==> config.mk <==
export PLATFORM = sky130hd
export DESIGN_NAME = day_counter_flat
export DESIGN_NICKNAME = d
export VERILOG_FILES = /design/src/rtl/day_counter_if.sv /design/src/rtl/day_counter.sv /design/src/flat_wrapper.sv
export SDC_FILE = /design/constraint.sdc
export NUM_CORES = 1
export LEC_CHECK = 0
export CAP_MARGIN = 10
export CORE_MARGIN = 1.5
export CORE_UTILIZATION = 35
export DETAILED_ROUTE_END_ITERATION = 12
export GPL_ROUTABILITY_DRIVEN = 0
export PLACE_DENSITY = 0.5
export SLEW_MARGIN = 40
export SYNTH_ARGS = -nofsm -noshare
export SYNTH_HDL_FRONTEND = slang
export SYNTH_SLANG_ARGS = --single-unit
==> constraint.sdc <==
create_clock -name clk -period 4.8 [get_ports clk]
set_input_delay 1.44 -clock clk [delete_from_list [all_inputs] [get_ports clk]]
set_output_delay 1.44 -clock clk [all_outputs]
set_load 0.005 [all_outputs]
==> src/rtl/day_counter_if.sv <==
// Date-stage bus: day tick, key levels, screen/edit context and month info in,
// current day and month carry out.
interface day_counter_if;
   logic       ClkDay;
   logic       KeyPlus;
   logic       KeyMinus;
   logic       EditMode;
   logic [2:0] EditPos;
   logic [1:0] screen;
   logic [3:0] month;
   logic       leap;
   logic [4:0] days;
   logic       ClkMonth;

   modport slave (
      input  ClkDay, KeyPlus, KeyMinus, EditMode, EditPos, screen, month, leap,
      output days, ClkMonth
   );

   modport master (
      output ClkDay, KeyPlus, KeyMinus, EditMode, EditPos, screen, month, leap,
      input  days, ClkMonth
   );
endinterface

==> src/rtl/day_counter.sv <==
// Day-of-month counter: advances on the day tick, emits the month carry,
// supports digit-wise key editing and clamps to the current month length.
module day_counter (
   input  logic         clk,
   input  logic         reset,
   day_counter_if.slave dc
);
   localparam int unsigned DAY_W = 5;
   localparam int unsigned AW    = 6;

   typedef enum logic [2:0] {
      P_NONE,
      P_U_INC,
      P_U_DEC,
      P_T_INC,
      P_T_DEC
   } op_e;

   op_e              op_q, op_d;
   logic [DAY_W-1:0] days_q, days_d;
   logic             clk_month_q, clk_month_d;

   logic [AW-1:0] d, m, d_mod10, t_inc, t_dec;
   logic          edit_ok, pos_units;

   assign d         = {1'b0, days_q};
   assign pos_units = (dc.EditPos == 3'd5);
   assign edit_ok   = dc.EditMode && (dc.screen == 2'd1) &&
                      ((dc.EditPos == 3'd5) || (dc.EditPos == 3'd4));

   // Length of the current month; out-of-range month codes read as 31.
   always_comb begin
      m = AW'(31);
      case (dc.month)
         4'd2:                      m = dc.leap ? AW'(29) : AW'(28);
         4'd4, 4'd6, 4'd9, 4'd11:   m = AW'(30);
         default:                   m = AW'(31);
      endcase
   end

   // Tens-digit edit results; the units digit is kept when tens wrap.
   always_comb begin
      d_mod10 = d;
      if (d >= AW'(30))      d_mod10 = d - AW'(30);
      else if (d >= AW'(20)) d_mod10 = d - AW'(20);
      else if (d >= AW'(10)) d_mod10 = d - AW'(10);

      t_inc = AW'(10);
      if (d + AW'(10) <= m)        t_inc = d + AW'(10);
      else if (d_mod10 != AW'(0))  t_inc = d_mod10;

      t_dec = d + AW'(10);
      if (d > AW'(10))             t_dec = d - AW'(10);
      else if (d + AW'(30) <= m)   t_dec = d + AW'(30);
      else if (d + AW'(20) <= m)   t_dec = d + AW'(20);
   end

   // Next pending op, next day and month carry.
   always_comb begin
      op_d        = op_q;
      days_d      = days_q;
      clk_month_d = 1'b0;

      if (dc.ClkDay) begin
         op_d = P_NONE;
         if (!dc.EditMode) begin
            if (d >= m) begin
               days_d      = DAY_W'(1);
               clk_month_d = 1'b1;
            end else begin
               days_d = DAY_W'(d + AW'(1));
            end
         end
      end else if (!dc.KeyPlus) begin
         op_d = edit_ok ? (pos_units ? P_U_INC : P_T_INC) : P_NONE;
      end else if (!dc.KeyMinus) begin
         op_d = edit_ok ? (pos_units ? P_U_DEC : P_T_DEC) : P_NONE;
      end else begin
         op_d = P_NONE;
         case (op_q)
            P_U_INC: days_d = (d >= m) ? DAY_W'(1) : DAY_W'(d + AW'(1));
            P_U_DEC: days_d = (d == AW'(1)) ? DAY_W'(m) : DAY_W'(d - AW'(1));
            P_T_INC: days_d = DAY_W'(t_inc);
            P_T_DEC: days_d = DAY_W'(t_dec);
            default: if (d > m) days_d = DAY_W'(m);
         endcase
      end
   end

   always_ff @(posedge clk or posedge reset) begin
      if (reset) begin
         op_q        <= P_NONE;
         days_q      <= DAY_W'(1);
         clk_month_q <= 1'b0;
      end else begin
         op_q        <= op_d;
         days_q      <= days_d;
         clk_month_q <= clk_month_d;
      end
   end

   assign dc.days     = days_q;
   assign dc.ClkMonth = clk_month_q;

endmodule

==> src/flat_wrapper.sv <==
// flat-port wrapper written by rule: the top's interface ports become plain ports
module day_counter_flat 
  (clk, reset, dc_ClkDay, dc_KeyPlus, dc_KeyMinus, dc_EditMode, dc_EditPos, dc_screen, dc_month, dc_leap, dc_days, dc_ClkMonth);
  day_counter_if dc_i ();
  input  logic clk;
  input  logic reset;
  input wire logic [$bits(dc_i.ClkDay)-1:0] dc_ClkDay;
  input wire logic [$bits(dc_i.KeyPlus)-1:0] dc_KeyPlus;
  input wire logic [$bits(dc_i.KeyMinus)-1:0] dc_KeyMinus;
  input wire logic [$bits(dc_i.EditMode)-1:0] dc_EditMode;
  input wire logic [$bits(dc_i.EditPos)-1:0] dc_EditPos;
  input wire logic [$bits(dc_i.screen)-1:0] dc_screen;
  input wire logic [$bits(dc_i.month)-1:0] dc_month;
  input wire logic [$bits(dc_i.leap)-1:0] dc_leap;
  output wire logic [$bits(dc_i.days)-1:0] dc_days;
  output wire logic [$bits(dc_i.ClkMonth)-1:0] dc_ClkMonth;
  assign dc_i.ClkDay = dc_ClkDay;
  assign dc_i.KeyPlus = dc_KeyPlus;
  assign dc_i.KeyMinus = dc_KeyMinus;
  assign dc_i.EditMode = dc_EditMode;
  assign dc_i.EditPos = dc_EditPos;
  assign dc_i.screen = dc_screen;
  assign dc_i.month = dc_month;
  assign dc_i.leap = dc_leap;
  assign dc_days = dc_i.days;
  assign dc_ClkMonth = dc_i.ClkMonth;
  day_counter u_core (.clk(clk), .reset(reset), .dc(dc_i));
endmodule
==> results.cfg <==
[run_status]
status = finished clean

[synth]
synth_compound_area_share_pct = 33.4
synth_top_family_by_area = compound AO/OA/AOI/OAI gates
synth_xor_xnor_area_share_pct = 4.18
ys_ff_latch = 9
ys_types = 69
yosysSeqAreaShare_pct = 12.0
synth_area_per_cell_um2 = 7.55
synth-async-reset-ratio_pct = 100
synth_edf_count = 0
yosys.area_share.adder_pct = 11.8
synth_simple_gate_area_share_pct = 28.8
synth_area_um2 = 1890
ys.flop_type = dfrtp_1
synthMuxAreaShare_pct = 3.38
yosysWarningCount = 0
syn_inst = 250
synth_nets = 283

[layout]
syn_to_final_growth_pct = 15.8
layout-drive-gt1-share_pct = 9.09
post-route-util_pct = 42.5
fillerInstances = 565
multiInputGateArea_um2 = 1540
seq_area_um2 = 226
fin_nets = 298
n_antenna_cell = 0

[placed_design]
io_buffers = 21
hpwl_mm = 4.32
dp_slack_ns = 0.324

[clock_tree]
cts_hold_buf = 0
clock_latency_ns = 0.24
cts_buffers = 3
cts_sinks = 9
cts_resized = 0
clk_pin_slew_worst_paths_ns = 0.05
htree_num_levels = 1
cts_root_buf = clkbuf_8
cts_buffer_depth = 2
cts_tree = built
postCtsSetupBuffers = 0

[setup_path]
path_class = in2reg
cp_slowest_cell = clkdlybuf4s50_1
path_cells = clkdlybuf4s50_1 -> nor2b_1 -> o21ai_0 -> nand2_1 -> inv_1 -> ha_1 -> nor2_1 -> o211ai_1 -> o2111ai_1 -> o31ai_1 -> o32a_1 -> a221oi_1 -> o21ai_0
cp-start-kind = input pin
crit_arrival_ns = 4.34
timing.reg2reg.setup_slack_ns = 1.54
endpoint_kind = flip-flop
critical-path-max-stage-delay_ns = 0.42
cpMostUsedCell = o21ai_0
cp.required_ns = 4.91
cp_max_fo = 7

[power]
leakage_uw = 0.000846
power_density_nw_per_um2 = 603
peakVddDrop_v = 0.000312

[floorplanning]
dieWidth_um = 76.4
die_area_um2 = 5840
die_h_um = 76.4
start_util_pct = 36.7
core_area_um2 = 5140
ios = 22
rows = 26

[detailed_routing]
vias = 1992
highest_layer = met3
first_iter_violations = 191
drt_first_pass_iters = 4
drtAntennaViolNets = 0
route.detailed.drc = 0
post_drt_via_cell_ratio = 5.96
wl_met2_mm = 2.61
wl_met1_mm = 2.88
drt-wirelength-per-cell_um = 17.5
routed_wl_mm = 5.83
route.met3.wl_um = 345

[timing]
finalSetupViolCount = 0
rsz0062_at_grt = no
setup_slack_ns = 0.575
finalHoldViolCount = 0
setup_tns_ns = 0
max_slew.worst_pin.slew_ns = 0.644
min_period_over_period_pct = 88.0
fmax_mhz = 237
finClkSkew_ns = 0.0105
max-slew-margin-rel_pct = 57.0
maxSlewViolCount = 0
fin_crit_ns = 4.22

[global_routing]
grt_pass1_vias = 1937
grt_antenna_before_repair = 0
grt_max_degree = 25
grt-ovfl-total = 0
grt_pass1_wl_mm = 9.92
track_usage_pct = 20.7

[run]
maxCapViolations = 0

[min_path]
hp-class = reg2reg
metal layers:
metal | GRT usage (%) | vias up
met5 | 0 | -
met4 | 1.11 | 0
met3 | 1.92 | 0
met2 | 34.9 | 65
met1 | 29.9 | 949
li1 | - | 978
flip-flops by register name, indices dropped and copies added (netlist names):
signal and count:
u_core.dc.ClkMonth 1, u_core.op_q 3, u_core.dc.days 5
cell usage after synthesis (4+ instances only):
library cell / instances / area (um^2)
ha_1: 17 / 213
o21ai_0: 15 / 75.1
nand2_1: 26 / 97.6
xnor2_1: 8 / 70.1
buf_2: 6 / 30.0
and3_1: 4 / 25.0
dfrtp_1: 8 / 200
nand3_1: 10 / 50.1
nor2b_1: 6 / 37.5
inv_1: 12 / 45.0
nor3_1: 5 / 25.0
a21oi_1: 18 / 90.1
nor2_1: 15 / 56.3
clkbuf_1: 6 / 22.5
a31oi_1: 7 / 43.8
nand4b_1: 6 / 52.6
critical path, delay by kind of cell:
| family | cells | cell delay, ns |
|---|---|---|
| fa+ha+maj | 1 | 0.24 |
| compound gates | 7 | 1.53 |
| simple gates | 3 | 0.61 |
| buf+inv | 2 | 0.51 |
metrics by stage:
stage	cell area, um^2	total power [uW]	cells	hold slack, ns
after floorplan	1890	933	250	0.611
after global placement	2140	1240	330	0.801
after detailed placement	2140	1210	330	0.771
after CTS	2180	1310	334	0.779
after global routing	2180	1450	334	0.827
final	2180	1320	334	0.786
report_power, final:
| group | total, uW | internal [uW] | switching (uW) |
|---|---|---|---|
| sequential | 161 | 99.3 | 61.9 |
| clock | 89.1 | 58.0 | 31.1 |
| combinational | 1070 | 424 | 644 |
| total | 1320 | 582 | 737 |
worst paths after layout:
| path | from | endpoint | cells after the start |
|---|---|---|---|
| max | dc_month[1] | u_core.dc.days[2] | 13 |
| max reg2reg | u_core.dc.days[3] | u_core.dc.days[1] | 10 |
| max in group asynchronous | reset | u_core.dc.days[0] | 2 |
| min reg2reg | u_core.dc.days[0] | u_core.dc.days[0] | 2 |
| min in group asynchronous | reset | u_core.dc.ClkMonth | 2 |
| min | u_core.dc.days[0] | u_core.dc.days[0] | 2 |
final cells by class:
type | count | share of cell area (%)
Inverter | 14 | 2.41
Timing Repair Buffer | 24 | 10.7
Tap cell | 70 | 4.01
Multi-Input combinational cell | 213 | 70.5
Clock buffer | 4 | 2.06
Sequential cell | 9 | 10.4
placed cells by master, fill, tap and decap left out, types with 7 or more instances in the layout:
master           netlist  routed
clkdlybuf4s50_1        0      21
a21oi_1               18      18
inv_1                 12      12
dfrtp_1                8       8
a31oi_1                7       7
ha_1                  17      17
nand2_1               26      26
nor2_1                15      15
nand3_1               10      10
xnor2_1                8       8
o21ai_0               15      15
cells by family after synthesis:
kind of cell             count (synthesis)
AO/OA/AOI/OAI                           84
flip-flops                               9
adder cells (fa/ha/maj)                 18
AND/OR/NAND/NOR                         96
XOR/XNOR                                 9
buffers and inverters                   28
multiplexers                             6
Power figures use the tool's default switching activity.
